File: config.mk
export PLATFORM = sky130hd
export DESIGN_NAME = scie_fir_engine
export DESIGN_NICKNAME = d
export VERILOG_FILES = /design/src/rtl/scie_fir_engine.sv
export SDC_FILE = /design/constraint.sdc
export NUM_CORES = 1
export LEC_CHECK = 0
export CELL_PAD_IN_SITES_DETAIL_PLACEMENT = 0
export CELL_PAD_IN_SITES_GLOBAL_PLACEMENT = 1
export CORE_MARGIN = 3
export CORE_UTILIZATION = 50
export CTS_CLUSTER_DIAMETER = 150
export DETAILED_ROUTE_END_ITERATION = 10
export PLACE_DENSITY_LB_ADDON = 0.1
export SYNTH_ARGS = -nofsm -noshare
export SYNTH_HDL_FRONTEND = slang
export SYNTH_SLANG_ARGS = --single-unit
File: constraint.sdc
create_clock -name clock -period 12.35 [get_ports clock]
set_input_delay 2.47 -clock clock [delete_from_list [all_inputs] [get_ports clock]]
set_output_delay 2.47 -clock clock [all_outputs]
set_load 0.03 [all_outputs]
File: src/rtl/scie_fir_engine.sv
// Custom-instruction FIR engine: TAPS-deep coefficient bank and delay line,
// one multiply-accumulate per cycle, with selectable rounding and saturation.
module scie_fir_engine #(
    parameter int XLEN      = 32,
    parameter int DATA_W    = 16,
    parameter int TAPS      = 8,
    parameter int FRAC_BITS = 0
) (
    input  logic            clock,
    input  logic            reset,
    input  logic            io_valid,
    output logic            io_ready,
    input  logic [31:0]     io_insn,
    input  logic [XLEN-1:0] io_rs1,
    input  logic [XLEN-1:0] io_rs2,
    output logic [XLEN-1:0] io_rd,
    output logic            io_rd_valid
);

    localparam int ACC_W  = 2*DATA_W + $clog2(TAPS);
    localparam int KW     = $clog2(TAPS);
    localparam int EXT_W  = ((ACC_W > XLEN) ? ACC_W : XLEN) + 1;
    localparam int RND_SH = (FRAC_BITS > 0) ? FRAC_BITS - 1 : 0;

    localparam logic signed [EXT_W-1:0] RND_INC =
        (FRAC_BITS > 0) ? (EXT_W'(1) << RND_SH) : {EXT_W{1'b0}};
    localparam logic signed [EXT_W-1:0] SAT_MAX = EXT_W'({1'b0, {(XLEN-1){1'b1}}});
    localparam logic signed [EXT_W-1:0] SAT_MIN = ~SAT_MAX;
    localparam logic [KW-1:0] K_LAST = KW'(TAPS - 1);

    localparam logic [6:0] OP_SETC    = 7'h0B;
    localparam logic [6:0] OP_PUSH    = 7'h2B;
    localparam logic [6:0] OP_COMPUTE = 7'h5B;
    localparam logic [6:0] OP_CLEAR   = 7'h7B;

    typedef enum logic [1:0] {
        ST_IDLE    = 2'd0,
        ST_COMPUTE = 2'd1,
        ST_DONE    = 2'd2
    } state_t;

    state_t                     state_r;
    state_t                     next_state_s;
    logic signed [DATA_W-1:0]   coeff_r [TAPS];
    logic signed [DATA_W-1:0]   x_r     [TAPS];
    logic signed [ACC_W-1:0]    acc_r;
    logic signed [2*DATA_W-1:0] prod_s;
    logic [KW-1:0]              k_r;
    logic [1:0]                 mode_r;
    logic [XLEN-1:0]            rd_r;
    logic                       rd_valid_r;
    logic                       ready_r;
    logic                       accept_s;
    logic [6:0]                 opcode_s;
    logic                       unused_s;

    // mode[0] rounds, mode[1] saturates; otherwise the low XLEN bits wrap.
    function automatic logic [XLEN-1:0] form_result(
        input logic signed [ACC_W-1:0] acc,
        input logic [1:0]              mode
    );
        logic signed [EXT_W-1:0] v;
        logic [XLEN-1:0]         res;
        v = EXT_W'(acc);
        if (mode[0]) begin
            v = v + RND_INC;
        end
        v = v >>> FRAC_BITS;
        if (mode[1]) begin
            if (v > SAT_MAX) begin
                res = SAT_MAX[XLEN-1:0];
            end else if (v < SAT_MIN) begin
                res = SAT_MIN[XLEN-1:0];
            end else begin
                res = v[XLEN-1:0];
            end
        end else begin
            res = v[XLEN-1:0];
        end
        return res;
    endfunction

    assign accept_s    = io_valid && ready_r;
    assign opcode_s    = io_insn[6:0];
    assign prod_s      = (2*DATA_W)'(coeff_r[k_r]) * (2*DATA_W)'(x_r[k_r]);
    assign io_ready    = ready_r;
    assign io_rd       = rd_r;
    assign io_rd_valid = rd_valid_r;
    assign unused_s    = ^{io_insn[31:14], io_insn[11:7], io_rs1[XLEN-1:DATA_W]};

    // Next-state decode for the IDLE -> COMPUTE -> DONE sequence.
    always_comb begin
        next_state_s = state_r;
        case (state_r)
            ST_IDLE: begin
                if (accept_s && (opcode_s == OP_COMPUTE)) begin
                    next_state_s = ST_COMPUTE;
                end else begin
                    next_state_s = ST_IDLE;
                end
            end
            ST_COMPUTE: begin
                if (k_r == K_LAST) begin
                    next_state_s = ST_DONE;
                end else begin
                    next_state_s = ST_COMPUTE;
                end
            end
            ST_DONE: next_state_s = ST_IDLE;
            default: next_state_s = ST_IDLE;
        endcase
    end

    // State register.
    always_ff @(posedge clock) begin
        if (reset) begin
            state_r <= ST_IDLE;
        end else begin
            state_r <= next_state_s;
        end
    end

    // Instruction execution, MAC datapath and registered outputs.
    always_ff @(posedge clock) begin
        if (reset) begin
            for (int i = 0; i < TAPS; i++) begin
                coeff_r[i] <= '0;
                x_r[i]     <= '0;
            end
            acc_r      <= '0;
            k_r        <= '0;
            mode_r     <= 2'b00;
            rd_r       <= '0;
            rd_valid_r <= 1'b0;
            ready_r    <= 1'b1;
        end else begin
            rd_valid_r <= 1'b0;
            ready_r    <= (next_state_s == ST_IDLE);
            if (accept_s) begin
                case (opcode_s)
                    OP_SETC: begin
                        for (int i = 0; i < TAPS; i++) begin
                            if (io_rs2 == XLEN'(i)) begin
                                coeff_r[i] <= io_rs1[DATA_W-1:0];
                            end
                        end
                    end
                    OP_PUSH: begin
                        for (int i = TAPS - 1; i > 0; i--) begin
                            x_r[i] <= x_r[i-1];
                        end
                        x_r[0] <= io_rs1[DATA_W-1:0];
                    end
                    OP_COMPUTE: begin
                        mode_r <= io_insn[13:12];
                        acc_r  <= '0;
                        k_r    <= '0;
                    end
                    OP_CLEAR: begin
                        for (int i = 0; i < TAPS; i++) begin
                            x_r[i] <= '0;
                        end
                    end
                    default: begin
                    end
                endcase
            end
            if (state_r == ST_COMPUTE) begin
                acc_r <= acc_r + ACC_W'(prod_s);
                k_r   <= k_r + KW'(1);
            end
            if (state_r == ST_DONE) begin
                rd_r       <= form_result(acc_r, mode_r);
                rd_valid_r <= 1'b1;
            end
        end
    end

endmodule
==> results by group <==
Power
  – Pwr Total: 2.95 mW
  – Leakage power: 12.1 nW
  – Pwr Density: 106 nW/µm²
  – Worst VDD drop: 95.7 µV

Clock network
  – Htree depth: 2
  – Max Buffers Root-to-Sink: 3
  – Clk sinks: 334
  – Hold-fix buffers at CTS: 0
  – Root Buffer: clkbuf_16
  – Clk slew on worst S/H paths: 0.06 ns
  – Num CTS Buffers: 38
  – Clk_lat worst skew: 0.55 ns
  – CTS tree: built
  – Post-CTS sizing: 0
  – Postcts setup bufs: 0

Layout
  – Post-layout util: 0.567
  – Area of the multi-input gates: 14200 µm²
  – Register area: 9260 µm²
  – Layout cells sized above 1: 0.0806
  – Fillers: 4317
  – Most frequent cells in the layout: 379 x inv_1, 310 x fa_1, 292 x nor2_1
  – Finished Layout Cells: 2984
  – Commonest non-fill, non-tap cell in the layout: inv_1
  – Total Nets Final: 2808
  – Synth-to-Final Area Change: 11.2%

Worst setup path
  – Crit-path cells: buf_4 > mux4_2 > mux2i_1 > nor2_1 > fa_1 > fa_1 > fa_1 > fa_1 > fa_1 > inv_1 > fa_1 > inv_1 > ha_1 > a21o_1 > a21o_1 > a2111oi_1 > nor3_1 > a2111oi_4 > o31a_2 > a22oi_2 > xor2_1 > a22o_1
  – Most frequent CP cell: fa_1
  – Setup crit end kind: flip-flop
  – Critical path buffers and inverters: 3
  – CP Data Arrival Time: 9.07 ns
  – CP Data Required Time: 12.79 ns
  – CP max stage cell: mux2i_1
  – Kind of critical path: reg -> reg
  – Delay of the slowest critical-path stage: 1.00 ns
  – Startpoint Class: flip-flop
  – Delay-heaviest family, CP: adder cells
  – Critical Path Fanout Max: 40

Logic synthesis
  – Post-synth top flop: edfxtp_1
  – Mapped Nets: 2734
  – Xor and xnor fraction of the mapped netlist area: 0.0122
  – Post-synthesis simple-gate area fraction: 0.130
  – Mapped cell area: 25100 µm²
  – Yosys warns: 0
  – Compound-cell area share of the yosys netlist: 0.0414
  – Synth Register Bits: 334
  – Area leader, netlist: edfxtp_1
  – Mean Syn Cell Area: 11.3 µm²
  – Async SR Flop Fraction: 0
  – Post-Synth Adder-Cell Area: 0.300
  – Largest family of logic cells by synthesized area: adder cells
  – Yosys cell types: 59
  – Gate count of the mapped netlist: 2219
  – Top cells by area, synth: edfxtp_1 31%, fa_1 25%, dfxtp_1 6.2%, mux4_2 5.7%, inv_1 5.7%
  – Seq/Total Area, Yosys: 0.368
  – EDFF count, synth: 256
  – Multiplexer share of the synthesized area: 0.0789
  – Yosys top cell area share: 0.306

Routing
  – Via count: 16100
  – Residual DRC count: 0
  – Post-detailed-route count of antenna-violating nets: 0
  – Pre-Repair DR Iteration Count: 5
  – DR WL/cell: 19.4 µm
  – Avg Vias per Cell: 5.38
  – Drt total wl: 58000 µm
  – DRT iter0 DRCs: 1068

STA
  – Final Setup Violations: 0
  – Period utilisation layout: 0.699
  – Fin. max-slew vios: 0
  – Worst Tran Pin Value: 1.28 ns
  – Endpoints failing hold: 0
  – Minimum clock period: 8.63 ns
  – RSZ-0062 raised after global routing: no
  – Worst Skew: 0.00839 ns
  – Total negative slack: 0 ns
  – Final setup margin: 3.72 ns
  – Relative slew slack: 0.123
  – Max frequency: 116 MHz

Status
  – Outcome: completed

GRT
  – First-pass GRT wire length: 95000 µm
  – Number of global-route vias before repair: 17400
  – Initial antenna violation count: 0
  – Largest net degree at the start of global routing: 129
  – Met2 Use GR: 0.393
  – Gr ovfl total: 0
  – GR peak layer: met2
  – Met1 usage: 0.310
  – GR Util All Layers: 0.231
  – Met3 GRT Util: 0.0307

Placed design
  – GPL Wtd Cong: 0.847
  – I/O Buffers: 92
  – Dpl hpwl: 43100 µm
  – Post-placement cell count: 2917
  – Post-Place Setup Slack: 3.75 ns

Hold path
  – Hold Crit Class: reg -> reg

Floorplan
  – Die Ht: 230 µm
  – Initial core utilization: 0.510
  – Die width: 230 µm
  – I/O pin count: 133
  – Core area: 49300 µm²
  – Cell Rows: 81
  – Die Area: 52900 µm²

Flow run
  – Max-cap violations: 0
cells in the mapped netlist, types with 18 or more instances:
master and count:
inv_1 379, fa_1 310, nor2_1 292, edfxtp_1 256
nand2_1 151, and2_1 135, ha_1 106, dfxtp_1 78
clkbuf_1 72, a21oi_1 65, mux4_2 64, nor3_1 41
mux2i_1 28, nand2b_1 28, xnor2_1 24, mux2_2 23
nand3_1 18
cell families (layout without fill, tap and decap cells):
kind of cell,Yosys count,after routing
other,0,1
AND/OR/NAND/NOR,704,704
XOR/XNOR,35,35
AO/OA/AOI/OAI,153,153
buffers and inverters,462,562
adder cells (fa/ha/maj),416,416
multiplexers,115,115
flip-flops,334,334
per-layer routing:
metal  vias to the layer above  share of wire
met5                         -              0
met1                      8305           0.42
met4                         0          0.029
met2                       343           0.50
li1                       7331              -
met3                        82          0.048
area by class of cell:
| cell class | instances | share of cell area |
|---|---|---|
| timing repair buffer | 117 | 0.0396 |
| clock buffer | 48 | 0.0364 |
| inverter | 379 | 0.0510 |
| tap | 664 | 0.0298 |
| sequential | 334 | 0.332 |
| clock inverter | 18 | 0.00448 |
| antenna | 1 | 0.0000896 |
| multi-input combinational | 1423 | 0.507 |
sequential cells by signal (all words and copies together), names as in the netlist, named ones only:
| name | count |
|---|---|
| coeff_r | 128 |
| x_r | 128 |
| acc_r | 35 |
| io_rd | 32 |
| k_r | 3 |
| state_r | 2 |
| io_rd_valid | 1 |
| io_ready | 1 |
| mode_r | 1 |
final timing paths:
path	slack, ns	cells past startpoint	start	endpoint
worst max register to register	3.72	22	flip-flop	acc_r[31]
worst min-delay path	0.49	2	io_rd[3]	io_rd[3]
worst max-delay path	3.72	22	flip-flop	acc_r[31]
worst min register to register	0.49	2	io_rd[3]	io_rd[3]
tightest hold or removal path, cell delays in order (launching register included):
cell and delay [ns]:
dfxtp_1 0.30, nor2_1 0.09, nor3_1 0.05
per-stage QoR:
step / cell area [µm²] / hold slack [ns]
final: 27900 / 0.489
after global routing: 27900 / 0.512
after CTS: 27900 / 0.491
after detailed placement: 26800 / 0.481
after global placement: 26800 / 0.483
after floorplan: 25100 / 0.450
where the power goes:
| group | switching (mW) | internal (mW) | total, mW |
|---|---|---|---|
| registers | 0.0121 | 1.24 | 1.25 |
| clock network | 0.456 | 0.586 | 1.04 |
| logic | 0.379 | 0.272 | 0.651 |
| total | 0.848 | 2.10 | 2.95 |
Power figures use the tool's default switching activity.
